==> src/rtl/sdram_pattern_bist.sv <==
// sdram_pattern_bist: SDRAM pattern self-test engine for the controller's sys_* port.
// It writes a 16-bit Galois LFSR sequence over an inclusive word range, then reads
// the range back and compares it. It reports the mismatch count, the first failing
// word and any controller timeout.
// Build option SDRAM_BIST_INVERT_PASS_EN adds a second write/read pass that uses the
// inverted pattern.
module sdram_pattern_bist #(
  parameter int ADDR_W  = 22,
  parameter int DATA_W  = 16,
  parameter int TIMEOUT = 1023
) (
  input  logic              clk,
  input  logic              reset,
  input  logic              start,
  input  logic [ADDR_W-1:0] start_addr,
  input  logic [ADDR_W-1:0] end_addr,
  input  logic [15:0]       seed,
  output logic              busy,
  output logic              done,
  output logic              pass,
  output logic [15:0]       err_count,
  output logic [ADDR_W-1:0] first_err_addr,
  output logic [DATA_W-1:0] first_err_exp,
  output logic [DATA_W-1:0] first_err_got,
  output logic              timeout,
  output logic [ADDR_W-1:0] sys_addr,
  output logic [DATA_W-1:0] sys_data_to_sdram,
  input  logic [DATA_W-1:0] sys_data_from_sdram,
  input  logic              sys_data_from_sdram_valid,
  input  logic              sys_write_done,
  output logic              sys_write_rq,
  output logic              sys_read_rq
);

  localparam logic [2:0] IDLE   = 3'd0;
  localparam logic [2:0] WR_REQ = 3'd1;
  localparam logic [2:0] WR_GAP = 3'd2;
  localparam logic [2:0] RD_REQ = 3'd3;
  localparam logic [2:0] RD_GAP = 3'd4;
  localparam logic [2:0] FINISH = 3'd5;

  localparam int          WD_W      = $clog2(TIMEOUT + 1);
  localparam logic [15:0] LFSR_MASK = 16'hB400;
  localparam logic [15:0] SEED_ZERO = 16'hACE1;

  logic [2:0]        state;
  logic [ADDR_W:0]   addr;      // one spare bit so an all-ones end address never wraps to 0
  logic [ADDR_W:0]   start_r;
  logic [ADDR_W:0]   end_r;
  logic [ADDR_W:0]   addr_inc;
  logic [15:0]       lfsr;
  logic [15:0]       lfsr_nxt;
  logic [15:0]       seed_r;
  logic [15:0]       seed_eff;
  logic [WD_W-1:0]   wd_cnt;
  logic              range_ok;  // 0 when end_addr < start_addr: such a run can never pass
  logic              inv;       // data of the current pass is the inverted pattern
  logic [DATA_W-1:0] exp_data;

  function automatic logic [15:0] lfsr_step(input logic [15:0] v);
    lfsr_step = (v >> 1) ^ (v[0] ? LFSR_MASK : 16'h0000);
  endfunction

  function automatic logic [15:0] sat_inc(input logic [15:0] v);
    sat_inc = (v == 16'hFFFF) ? v : v + 16'd1;
  endfunction

  function automatic logic [DATA_W-1:0] pattern(input logic [15:0] v, input logic invert);
    pattern = DATA_W'(invert ? ~v : v);
  endfunction

  assign seed_eff = (seed == 16'h0000) ? SEED_ZERO : seed;
  assign addr_inc = addr + 1'b1;
  assign lfsr_nxt = lfsr_step(lfsr);
  assign exp_data = pattern(lfsr, inv);

`ifdef SDRAM_BIST_INVERT_PASS_EN
  // Pass select: cleared at start, set once the plain-pattern read pass has completed
  always_ff @(posedge clk) begin
    if (reset) begin
      inv <= 1'b0;
    end else if (state == IDLE && start) begin
      inv <= 1'b0;
    end else if (state == RD_GAP && addr == end_r) begin
      inv <= 1'b1;
    end
  end
`else
  assign inv = 1'b0;
`endif

  // Sequencer: request handshakes, address/LFSR advance, compare, watchdog, result
  always_ff @(posedge clk) begin
    if (reset) begin
      state             <= IDLE;
      busy              <= 1'b0;
      done              <= 1'b0;
      pass              <= 1'b0;
      err_count         <= '0;
      first_err_addr    <= '0;
      first_err_exp     <= '0;
      first_err_got     <= '0;
      timeout           <= 1'b0;
      sys_addr          <= '0;
      sys_data_to_sdram <= '0;
      sys_write_rq      <= 1'b0;
      sys_read_rq       <= 1'b0;
      wd_cnt            <= '0;
      range_ok          <= 1'b0;
    end else begin
      done <= 1'b0;
      case (state)
        IDLE: begin
          if (start) begin
            busy           <= 1'b1;
            pass           <= 1'b0;
            timeout        <= 1'b0;
            err_count      <= '0;
            first_err_addr <= '0;
            first_err_exp  <= '0;
            first_err_got  <= '0;
            start_r        <= {1'b0, start_addr};
            end_r          <= {1'b0, end_addr};
            addr           <= {1'b0, start_addr};
            seed_r         <= seed_eff;
            lfsr           <= seed_eff;
            if (end_addr < start_addr) begin
              range_ok <= 1'b0;
              state    <= FINISH;
            end else begin
              range_ok          <= 1'b1;
              sys_write_rq      <= 1'b1;
              sys_addr          <= start_addr;
              sys_data_to_sdram <= pattern(seed_eff, 1'b0);
              wd_cnt            <= '0;
              state             <= WR_REQ;
            end
          end
        end
        WR_REQ: begin
          if (sys_write_done) begin
            sys_write_rq <= 1'b0;
            state        <= WR_GAP;
          end else if (wd_cnt == WD_W'(TIMEOUT - 1)) begin
            sys_write_rq <= 1'b0;
            timeout      <= 1'b1;
            state        <= FINISH;
          end else begin
            wd_cnt <= wd_cnt + 1'b1;
          end
        end
        WR_GAP: begin
          wd_cnt <= '0;
          if (addr == end_r) begin
            addr        <= start_r;
            lfsr        <= seed_r;
            sys_addr    <= start_r[ADDR_W-1:0];
            sys_read_rq <= 1'b1;
            state       <= RD_REQ;
          end else begin
            addr              <= addr_inc;
            lfsr              <= lfsr_nxt;
            sys_addr          <= addr_inc[ADDR_W-1:0];
            sys_data_to_sdram <= pattern(lfsr_nxt, inv);
            sys_write_rq      <= 1'b1;
            state             <= WR_REQ;
          end
        end
        RD_REQ: begin
          if (sys_data_from_sdram_valid) begin
            if (sys_data_from_sdram != exp_data) begin
              err_count <= sat_inc(err_count);
              if (err_count == 16'h0000) begin
                first_err_addr <= addr[ADDR_W-1:0];
                first_err_exp  <= exp_data;
                first_err_got  <= sys_data_from_sdram;
              end
            end
            sys_read_rq <= 1'b0;
            state       <= RD_GAP;
          end else if (wd_cnt == WD_W'(TIMEOUT - 1)) begin
            sys_read_rq <= 1'b0;
            timeout     <= 1'b1;
            state       <= FINISH;
          end else begin
            wd_cnt <= wd_cnt + 1'b1;
          end
        end
        RD_GAP: begin
          wd_cnt <= '0;
          if (addr == end_r) begin
`ifdef SDRAM_BIST_INVERT_PASS_EN
            if (!inv) begin
              addr              <= start_r;
              lfsr              <= seed_r;
              sys_addr          <= start_r[ADDR_W-1:0];
              sys_data_to_sdram <= pattern(seed_r, 1'b1);
              sys_write_rq      <= 1'b1;
              state             <= WR_REQ;
            end else begin
              state <= FINISH;
            end
`else
            state <= FINISH;
`endif
          end else begin
            addr        <= addr_inc;
            lfsr        <= lfsr_nxt;
            sys_addr    <= addr_inc[ADDR_W-1:0];
            sys_read_rq <= 1'b1;
            state       <= RD_REQ;
          end
        end
        FINISH: begin
          done  <= 1'b1;
          busy  <= 1'b0;
          pass  <= range_ok && (err_count == 16'h0000) && !timeout;
          state <= IDLE;
        end
        default: state <= IDLE;
      endcase
    end
  end

endmodule

==> config.mk <==
export PLATFORM = sky130hd
export DESIGN_NAME = sdram_pattern_bist
export DESIGN_NICKNAME = d
export VERILOG_FILES = /design/src/rtl/sdram_pattern_bist.sv
export SDC_FILE = /design/constraint.sdc
export NUM_CORES = 1
export LEC_CHECK = 0
export ABC_AREA = 0
export ABC_CLOCK_PERIOD_IN_PS = 10850
export CORE_UTILIZATION = 50
export CTS_CLUSTER_SIZE = 24
export DETAILED_ROUTE_END_ITERATION = 12
export HOLD_SLACK_MARGIN = 0.03
export PLACE_DENSITY = 0.82
export SYNTH_ARGS = -nofsm -noshare
export SYNTH_HDL_FRONTEND = slang
export SYNTH_SLANG_ARGS = --single-unit
==> constraint.sdc <==
create_clock -name clk -period 10.85 [get_ports clk]
set_input_delay 2.17 -clock clk [delete_from_list [all_inputs] [get_ports clk]]
set_output_delay 2.17 -clock clk [all_outputs]
set_load 0.01 [all_outputs]
* Word level (Yosys, flattened, before mapping)
Index checks and enable logic that the tools add are counted.
** Storage, ports and cells
- Flip-flop bits (word level) :: 227
- Input port bits :: 81
- Output and inout bits :: 114
** Operators by class
- Add/subtract/negate cells :: 3
- Magnitude comparators :: 1
- Eq/ne operators :: 22
- Multiplexer cells :: 69
- Bitwise gates (word level) :: 2
- Reduce and logical (&&, ||, !) cells :: 27
** Operators with widths (number)
- $mux W16 :: 17
- $mux W22 :: 8
- $pmux W16 S2 :: 4
- $mux W23 :: 3
- $pmux W23 S3 :: 1
- $pmux W22 S3 :: 1
- $mux W10 :: 5
- $pmux W16 S3 :: 1
- $pmux W22 S2 :: 1
- $pmux W10 S4 :: 1
- $logic_not A16 Y1 :: 2
- $add A23 B1 Y23 const B :: 1
- $eq A23 B22 Y1 :: 1
- $lt A22 B22 Y1 :: 1
- $ne A2 B2 Y1 const B :: 11
- $reduce_and A4 Y1 :: 5
- $reduce_and A5 Y1 :: 4
- $mux W3 :: 6
- $add A16 B1 Y16 const B :: 1
- $eq A16 B16 Y1 const B :: 1
- $ne A16 B16 Y1 :: 1
- $xor A15 B16 Y16 :: 1
- $pmux W3 S5 :: 1
- $mux W1 :: 14
- other kinds (19) :: 32

* Logic depth before layout (Yosys ltp)
Gate-level depths: netlist of run 1.
- Depth after elaboration :: 5
- Depth in mapped cells :: 10
- Mapped depth without buffers :: 9

* Worst setup path before layout of run 1
No wires, ideal clock.
- Path type :: input -> register
- Start :: in reset
- End :: reg addr[0], enable pin
- Library setup time :: 0.495 ns
- Data arrival time :: 5.657 ns
- Required time :: 10.355 ns
- Path slack :: 4.699 ns
- Stages on the path :: 4
- Path buffers :: 3
- Cells stage by stage :: clkbuf_1 clkbuf_1 clkbuf_1 a211oi_1
** On the way
- Word-level cells in the longest chain between the ends :: 2
** Ends and longest elaborated chain
- from (decl) :: line 13 : input logic reset,
- $not A1 Y1 (no line)
- $reduce_and A4 Y1 (no line)
- to (signal assigned) :: line 124 : addr <= {1'b0, start_addr};
- to (signal assigned) :: line 155 : addr <= start_r;
- to (signal assigned) :: line 161 : addr <= addr_inc;
- to (decl) :: line 47 : logic [ADDR_W:0] addr;
No other way between the ends.
A chain may end at the register's enable or synchronous reset.

* Final worst setup path of run 1
- Start :: in start_addr[21]
- End :: reg sys_addr[20]
** On the way
- Word-level cells in the longest chain between the ends :: 3
** Ends and longest elaborated chain
- from (decl) :: line 15 : input logic [ADDR_W-1:0] start_addr,
- $lt A22 B22 Y1 :: line 127 : if (end_addr < start_addr) begin
- $ne A2 B2 Y1 (no line)
- $reduce_and A4 Y1 (no line)
- to (signal assigned) :: line 133 : sys_addr <= start_addr;
- to (signal assigned) :: line 157 : sys_addr <= start_r[ADDR_W-1:0];
- to (signal assigned) :: line 163 : sys_addr <= addr_inc[ADDR_W-1:0];
- to (decl) :: line 26 : output logic [ADDR_W-1:0] sys_addr,
No other way between the ends.

==> flow_metrics.py, run 1 <==
metrics = {
    "power_and_ir_drop": {
        "power_density_mw_per_mm2": 189.2,
        "pwr-share-seq": 0.424,
        "switchingPower_uw": 808.7,
        "ir_drop_mv": 0.1131,
        "p_int_uw": 1810,
        "p_leak_uw": 0.005057,
        "p_clk_frac": 0.337,
        "p_sw_frac": 0.3088,
        "power_frac_comb": 0.239,
    },
    "job": {
        "cap_violations": 0,
    },
    "final_layout": {
        "mostFrequentLayoutCells": "clkdlybuf4s50_1, nand2_1, dfxtp_1",
        "final_common_cell": "clkdlybuf4s50_1",
        "nNetsFinal": 1398,
        "antenna_cells": 0,
        "multi_input_area_mm2": 0.004810,
        "final.fill_count": 1662,
        "drive_gt1_frac": 0.08174,
        "areaGrowthSynthToFinish_pct": 26.61,
        "seqCellArea_mm2": 0.005535,
        "final_util": 0.6522,
    },
    "placed_design": {
        "hpwl_um": 22560,
        "place.gp.congestion": 0.9343,
        "numPortBuffers": 194,
        "place_worst_setup_slack_ps": 5145,
    },
    "sta": {
        "fin_worst_skew_ps": 10.59,
        "slew_viol_final": 0,
        "fmax_mhz": 189.2,
        "hold_viol": 0,
        "finalSetupViolations": 0,
        "hold_slack_ps": 454.8,
        "finalCritPeriodShare": 0.4871,
        "fin_ws_ps": 5565,
        "rsz0062_at_grt": "no",
        "setup_tns_ps": 0,
        "period_needed_ps": 5285,
        "slew_headroom": 0.2154,
        "worst_slew_pin_slew_ps": 1177,
    },
    "setup_path": {
        "cp-end-kind": "flip-flop",
        "worstSetupStartpointType": "input port",
        "critPathKind": "input port to flip-flop",
        "cp.arrival_ps": 5650,
        "path_max_fanout": 23,
        "critPathRequiredTime_ps": 11220,
    },
    "grt": {
        "overflow": 0,
        "grt_pass1_wl_um": 49050,
        "grt_usage": 0.2819,
        "grt_max_degree": 55,
        "antenna_found_initial": 0,
        "grt_pass1_vias": 8870,
    },
    "yosys": {
        "ys_ff_latch": 227,
        "syn_area_per_cell_um2": 9.606,
        "ys_types": 57,
        "synthArstFlopShare": 0,
        "synth_top_flop_cell": "dfxtp_1",
        "synthCells": 1138,
        "yosysSeqAreaShare": 0.5064,
        "synth-edff-count": 99,
        "syn_nets": 1245,
        "ys.warnings.count": 0,
        "synth_area_mm2": 0.01093,
    },
    "route": {
        "routed_wl_um": 31890,
        "vias": 9538,
        "via_per_inst": 6.021,
        "drtPass1Iterations": 8,
        "post_drt_wl_per_cell_um": 20.13,
        "drt-initial-drc-count": 1016,
        "antenna_left": 0,
        "drc": 0,
    },
    "clock_network": {
        "clkLatencyLatePin_ps": 520,
        "clock-sinks": 227,
        "htree_levels": 1,
        "cts.repair.resized": 0,
        "clk_pin_slew_ps": 70,
        "holdBufCountCts": 0,
        "tritoncts": "built",
        "cts_setup_buffers": 0,
        "cts_buffers": 24,
        "cts_buffer_depth": 3,
        "clockRootBuffer": "clkbuf_16",
    },
    "die": {
        "initial_utilization": 0.5152,
        "core_mm2": 0.02122,
        "num_rows": 53,
        "ioPinCount": 195,
        "dieArea_mm2": 0.02246,
        "die_x_um": 149.9,
        "die_h_um": 149.9,
    },
    "run_status": {
        "status": "finished clean",
    },
    "worst_hold_path": {
        "hp-class": "flip-flop to flip-flop",
    },
}
logic make-up after synthesis:
kind of cell             after synthesis  synth area share
AND/OR/NAND/NOR                      403            0.1736
flip-flops                           227            0.5064
XOR/XNOR                              74           0.05929
AO/OA/AOI/OAI                        228            0.1468
multiplexers                          28           0.02701
buffers and inverters                152           0.05711
adder cells (fa/ha/maj)               26           0.02976
final timing paths:
kind,cells after the start,end,slack (ps),start
hold / removal,2,first_err_exp[1],450,first_err_exp[1]
hold reg to reg,2,first_err_exp[1],450,first_err_exp[1]
setup / recovery,10,sys_addr[20],5570,start_addr[21]
setup reg to reg,7,first_err_addr[5],7280,state[0]
layout make-up:
type                            count  share of cell area
Inverter                           72             0.01953
Sequential cell                   227              0.3999
Clock inverter                     13             0.01220
Tap cell                          275             0.02486
Multi-Input combinational cell    759              0.3475
Clock buffer                       31             0.04900
Timing Repair Buffer              207              0.1470
through the flow:
stage	cells	power, µW	instance area, µm²
finish	1584	2619	13840
global route	1584	2715	13840
CTS	1584	2614	13840
detailed placement	1540	1739	12990
global placement	1540	1723	12990
floorplan	1138	1474	10930
synth_stat cells (all sizes together), types with 30 or more instances:
cell type	count	area [µm²]
a21oi	79	399.1
clkbuf	60	225.2
dfxtp	128	2562
edfxtp	99	2973
inv	72	270.3
nand2	151	566.8
nand3	30	150.1
nor2	73	274.0
nor3	47	246.5
o21ai	30	153.9
xnor2	36	315.3
xor2	38	332.8
power groups by stage:
stage          registers, µW  logic [µW]  clock network (µW)
2_1_floorplan           1100         375                   0
5_1_grt                 1120         678                 920
4_1_cts                 1110         621                 887
6_report                1110         625                 883
3_3_place_gp            1120         602                   0
3_5_place_dp            1120         615                   0
layer usage:
metal / GRT usage / share of wire / vias to the layer above / wire, µm
li1: - / - / 4368 / -
met1: 0.3951 / 0.41 / 4547 / 13140
met2: 0.4387 / 0.45 / 553 / 14420
met3: 0.05000 / 0.10 / 70 / 3315
met4: 0.09444 / 0.032 / 0 / 1012
met5: 0 / 0 / - / 0
state kept, by name (all words and copies together) (netlist names):
signal	count
pass	1
busy	1
addr	23
start_r	22
seed_r	16
range_ok	1
err_count	16
exp_data	16
sys_addr	22
state	3
timeout	1
first_err_addr	22
first_err_got	16
sys_read_rq	1
sys_write_rq	1
wd_cnt	10
first_err_exp	16
done	1
end_r	22
sys_data_to_sdram	16
worst max-delay path, stage by stage:
cell and delay, ps:
clkdlybuf4s50_1 510, inv_1 60, ha_1 310, nand4_1 200, nor4_1 490, a22o_1 220
a31oi_1 80, a21oi_2 920, or2_4 520, a311oi_2 160
No activity file was read; power rests on OpenSTA's default activity.
==> run 2, diff against run 1 <==
- ABC_CLOCK_PERIOD_IN_PS: 10850 -> 4500
- CORE_UTILIZATION: 50 -> 48
- PLACE_DENSITY: 0.82 -> 0.83
- clock period: 10.85 -> 4.5 ns (I/O delays scaled with it)
==> run 2 against run 1 <==
  * Worst setup slack lost 4600 ps
  * Clock skew grew 10 ps
  * Total power grew 130%
  * Clock power grew 120%
  * Via count shrank 0.10%
  * Global-route usage shrank 0.99 points
  * Hold slack lost 0.97 ps
  * Highest routed layer unchanged
==> flow_metrics.py, run 2 (synthesis results as in run 1) <==
metrics = {
    "die": {
        "num_rows": 54,
        "die_x_um": 152.9,
        "ioPinCount": 195,
        "dieArea_mm2": 0.02338,
        "initial_utilization": 0.4948,
        "core_mm2": 0.02209,
        "die_h_um": 152.9,
    },
    "sta": {
        "fin_worst_skew_ps": 20.70,
        "slew_viol_final": 0,
        "slew_headroom": 0.3191,
        "setup_tns_ps": 0,
        "rsz0062_at_grt": "no",
        "fmax_mhz": 281.2,
        "worst_slew_pin_slew_ps": 1021,
        "hold_viol": 0,
        "finalSetupViolations": 0,
        "hold_slack_ps": 453.8,
        "finalCritPeriodShare": 0.7901,
        "period_needed_ps": 3556,
    },
    "clock_network": {
        "cts_buffers": 25,
        "holdBufCountCts": 0,
        "htree_levels": 1,
        "cts_setup_buffers": 0,
        "clkLatencyLatePin_ps": 530,
        "cts_buffer_depth": 3,
        "clock-sinks": 227,
        "cts.repair.resized": 0,
        "clockRootBuffer": "clkbuf_16",
        "tritoncts": "built",
        "clk_pin_slew_ps": 60,
    },
    "final_layout": {
        "antenna_cells": 0,
        "areaGrowthSynthToFinish_pct": 26.45,
        "nNetsFinal": 1407,
        "mostFrequentLayoutCells": "clkdlybuf4s50_1, nand2_1, dfxtp_1",
        "stdcell_count": 1599,
        "largest_reg_flops": 23,
        "top_register": "addr",
        "drive_gt1_frac": 0.08188,
        "final_common_cell": "clkdlybuf4s50_1",
    },
    "grt": {
        "antenna_found_initial": 1,
        "grt_pass1_wl_um": 50500,
        "grt_pass1_vias": 9149,
        "overflow": 0,
        "grt_usage": 0.2720,
        "grt_max_degree": 51,
    },
    "power_and_ir_drop": {
        "ir_drop_mv": 0.2736,
        "p_leak_uw": 0.005056,
        "power_density_mw_per_mm2": 443.8,
    },
    "setup_path": {
        "slowest_delay_ps": 580,
        "worstReg2RegStart": "addr[4]",
        "cpMaxStageDelayCell": "nor3_4",
        "startpoint": "addr[4]",
        "crit_family": "simple AND/OR/NAND/NOR gates",
        "critPathRequiredTime_ps": 4910,
        "reg2regPathDepth": 8,
        "r2r_slack_ps": 940,
        "worstSetupStartpointType": "flip-flop",
        "cp.arrival_ps": 3960,
        "crit_end": "sys_addr[4]",
        "crit_chain": "xor2_1, nor4_1, nand4_1, nor3_4, buf_4, mux2_2, o221a_2, a211oi_1",
        "critPathKind": "flip-flop to flip-flop",
        "path_depth": 8,
        "worstReg2RegEnd": "sys_addr[4]",
        "cp.buffers_inverters": 1,
        "path_max_fanout": 15,
        "cp-end-kind": "flip-flop",
    },
    "worst_hold_path": {
        "worstHoldStart": "first_err_addr[13]",
        "hp-class": "flip-flop to flip-flop",
    },
    "route": {
        "drtPass1Iterations": 5,
        "via_per_inst": 5.959,
        "drc": 0,
        "drt-initial-drc-count": 1058,
        "vias": 9528,
        "antenna_left": 0,
        "routed_wl_um": 32030,
        "post_drt_wl_per_cell_um": 20.03,
    },
    "run_status": {
        "status": "finished clean",
    },
    "placed_design": {
        "place.gp.congestion": 0.9414,
        "dp_cells": 1553,
        "numPortBuffers": 194,
        "hpwl_um": 23080,
    },
    "job": {
        "cap_violations": 0,
    },
}
run 2: cell count changes in the layout (fill, tap and decap cells not counted), sizes merged:
cell | before | now
buf | 14 | 22
clkbuf | 31 | 38
clkinvlp | 2 | 0
bufinv | 4 | 1
run 2: worst min path at each step:
| stage | endpoint | slack [ps] | cells after the start |
|---|---|---|---|
| 6_report | first_err_addr[13] | 450 | 2 |
| 5_1_grt | first_err_exp[1] | 480 | 2 |
| 4_1_cts | first_err_addr[19] | 460 | 2 |
| 3_5_place_dp | first_err_addr[19] | 450 | 2 |
| 3_3_place_gp | first_err_exp[4] | 440 | 2 |
| 2_1_floorplan | range_ok | 440 | 2 |
run 2: layout make-up:
type / count / area, µm²
fillers: 1779 / 8270
flip-flops and latches: 227 / 5535
multi-input cells: 759 / 4810
repair buffers: 215 / 2095
clock buffers: 38 / 694.4
well taps: 280 / 350.3
inverters: 72 / 270.3
clock inverters: 8 / 68.82
run 2: tightest hold or removal path, delay by kind of cell, from the launching register on:
family | cells | cell delay [ps]
AOI/OAI and AO/OA | 1 | 50
DFF | 1 | 310
and+or+nand+nor | 1 | 50
run 2: stage by stage:
step	area [µm²]	worst slack [ps]	power, µW	utilization
2_1_floorplan	10940	13.67	3553	-
3_3_place_gp	13060	699.9	4164	0.5911
3_5_place_dp	13060	603.1	4206	0.5911
4_1_cts	13820	1035	6130	0.6257
5_1_grt	13820	817.1	6387	0.6257
6_report	13820	944.4	6135	0.6257
run 2: per-layer routing:
metal | GRT usage | vias up | share of wire
li1 | - | 4397 | -
met1 | 0.3758 | 4528 | 0.42
met2 | 0.4270 | 534 | 0.45
met3 | 0.05302 | 69 | 0.095
met4 | 0.09331 | 0 | 0.031
met5 | 0 | - | 0
run 2: where the power goes:
| group | switching, µW | internal (µW) | total, µW | leakage, µW |
|---|---|---|---|---|
| combinational | 873 | 651 | 1520 | 0.00273 |
| clock | 816 | 1120 | 1940 | 0.000371 |
| sequential | 242 | 2430 | 2670 | 0.00196 |
| total | 1930 | 4200 | 6130 | 0.00506 |
==> run 3, diff against run 2 <==
- ABC_CLOCK_PERIOD_IN_PS: 4500 -> 2990
- clock period: 4.5 -> 2.99 ns (I/O delays scaled with it)
==> run 3 against run 2 <==
  * Clock skew down 7.9 ps
  * Combinational power up 69%
  * Die area is the same
  * Clock power increased by 47%
  * Cell count rose by 3.7%
  * Hold slack better by 3.6 ps
  * Sequential cell count stayed put
  * Largest cell class unchanged
==> flow_metrics.py, run 3 (synthesis results as in run 1) <==
metrics = {
    "run_status": {
        "status": "finished clean",
    },
    "final_layout": {
        "stdcell_count": 1658,
        "final_common_cell": "clkdlybuf4s50_1",
        "top_register": "addr",
        "mostFrequentLayoutCells": "clkdlybuf4s50_1, nand2_1, dfxtp_1",
        "antenna_cells": 0,
        "drive_gt1_frac": 0.1277,
        "final.fill_count": 1701,
        "largest_reg_flops": 23,
        "areaGrowthSynthToFinish_pct": 31.51,
        "nNetsFinal": 1467,
    },
    "setup_path": {
        "slowest_delay_ps": 500,
        "critPathRequiredTime_ps": 3370,
        "cpMaxStageDelayCell": "clkdlybuf4s50_1",
        "critPathKind": "input port to flip-flop",
        "path_max_fanout": 22,
        "crit_end": "sys_addr[20]",
        "r2r_slack_ps": 140,
        "crit_chain": "clkdlybuf4s50_1, inv_1, ha_1, nand4_1, nor4_1, buf_4, a22o_1, a31oi_2, a21oi_2, or2_4, a311oi_2",
        "worstSetupStartpointType": "input port",
        "cp-end-kind": "flip-flop",
        "worstReg2RegStart": "addr[5]",
        "reg2regPathDepth": 7,
        "startpoint": "start_addr[17]",
        "worstReg2RegEnd": "sys_addr[12]",
        "cp.arrival_ps": 3230,
    },
    "grt": {
        "overflow": 0,
        "antenna_found_initial": 0,
        "grt_max_degree": 49,
        "grt_pass1_wl_um": 51500,
        "grt_usage": 0.2784,
        "grt_pass1_vias": 9503,
    },
    "clock_network": {
        "cts_buffers": 24,
        "tritoncts": "built",
        "clockRootBuffer": "clkbuf_16",
        "clock-sinks": 227,
        "clk_pin_slew_ps": 60,
        "cts_setup_buffers": 0,
        "clkLatencyLatePin_ps": 530,
        "holdBufCountCts": 0,
        "cts_buffer_depth": 3,
        "cts.repair.resized": 0,
        "htree_levels": 1,
    },
    "worst_hold_path": {
        "hp-class": "flip-flop to flip-flop",
        "holdPathStages": 2,
    },
    "route": {
        "dr_wl_met2_um": 14970,
        "post_drt_wl_per_cell_um": 19.85,
        "drtPass1Iterations": 8,
        "via_per_inst": 5.883,
        "vias": 9754,
        "met3WireLength_um": 3408,
        "drc": 0,
        "routed.top_layer": "met4",
        "routed_wl_um": 32910,
        "met1_length_um": 13610,
        "antenna_left": 0,
        "drt-initial-drc-count": 974,
    },
    "sta": {
        "hold_slack_ps": 457.4,
        "period_needed_ps": 2850,
        "finalCritPeriodShare": 0.9531,
        "worst_slew_pin_slew_ps": 690.9,
        "finalSetupViolations": 0,
        "slew_viol_final": 0,
        "fmax_mhz": 350.9,
        "rsz0062_at_grt": "no",
        "slew_headroom": 0.5358,
        "fin_worst_skew_ps": 12.75,
        "hold_viol": 0,
    },
    "power_and_ir_drop": {
        "power_density_mw_per_mm2": 653.6,
        "p_leak_uw": 0.005384,
        "power_uw": 9396,
        "ir_drop_mv": 0.3488,
    },
    "die": {
        "initial_utilization": 0.4948,
        "die_h_um": 152.9,
        "die_x_um": 152.9,
        "core_mm2": 0.02209,
        "num_rows": 54,
        "dieArea_mm2": 0.02338,
        "ioPinCount": 195,
    },
    "placed_design": {
        "hpwl_um": 24150,
        "numPortBuffers": 194,
        "place.gp.congestion": 0.9632,
        "dp_cells": 1614,
    },
    "job": {
        "cap_violations": 0,
    },
}
run 3: cell types whose count changed in the layout (fill, tap and decap cells not counted), moves of 2 or more:
cell	previous run	this run
clkinv_2	2	5
buf_12	0	7
nor2_2	1	3
buf_4	21	75
clkbuf_1	11	7
nor2_1	71	69
run 3: per-stage QoR:
step | setup TNS (ps) | area [µm²] | util | setup slack [ps]
2_1_floorplan | -560.5 | 10970 | - | -14.37
3_3_place_gp | -8632 | 13610 | 0.6159 | -241.7
3_5_place_dp | -11650 | 13610 | 0.6159 | -343.9
4_1_cts | 0 | 14350 | 0.6496 | 138.0
5_1_grt | 0 | 14380 | 0.6507 | 19.96
6_report | 0 | 14380 | 0.6507 | 140.2
run 3: routing by layer:
metal / up-vias / track usage
met1: 4624 / 0.3711
met4: 0 / 0.09861
li1: 4519 / -
met2: 542 / 0.4434
met5: - / 0
met3: 69 / 0.06493
run 3: area by class of cell:
type                       count  area, µm²  share of cell area
clock buffer                  35      678.2             0.04717
clock inverter                 9      66.31            0.004613
inverter                      72      270.3             0.01880
multi-input combinational    759       4836              0.3364
sequential                   227       5535              0.3850
tap                          280      350.3             0.02437
timing repair buffer         276       2640              0.1836
run 3: worst min path at each step:
stage	start	to	slack [ps]
after detailed placement	first_err_got[7]	first_err_got[7]	450
after CTS	first_err_got[7]	first_err_got[7]	460
after global placement	first_err_got[11]	first_err_got[11]	440
after floorplan	range_ok	range_ok	440
final	first_err_got[7]	first_err_got[7]	460
after global routing	first_err_got[7]	first_err_got[7]	470
run 3: power breakdown:
| group | internal (µW) | switching (µW) | total [µW] |
|---|---|---|---|
| Sequential | 3660 | 303 | 3960 |
| Combinational | 1140 | 1430 | 2570 |
| Clock | 1650 | 1210 | 2860 |
| Total | 6450 | 2950 | 9400 |
run 3: critical path: cells and delay by family:
kind / cells / cell delay (ps)
fa+ha+maj: 1 / 290
compound gates: 4 / 660
buf+inv: 3 / 720
simple gates: 3 / 960
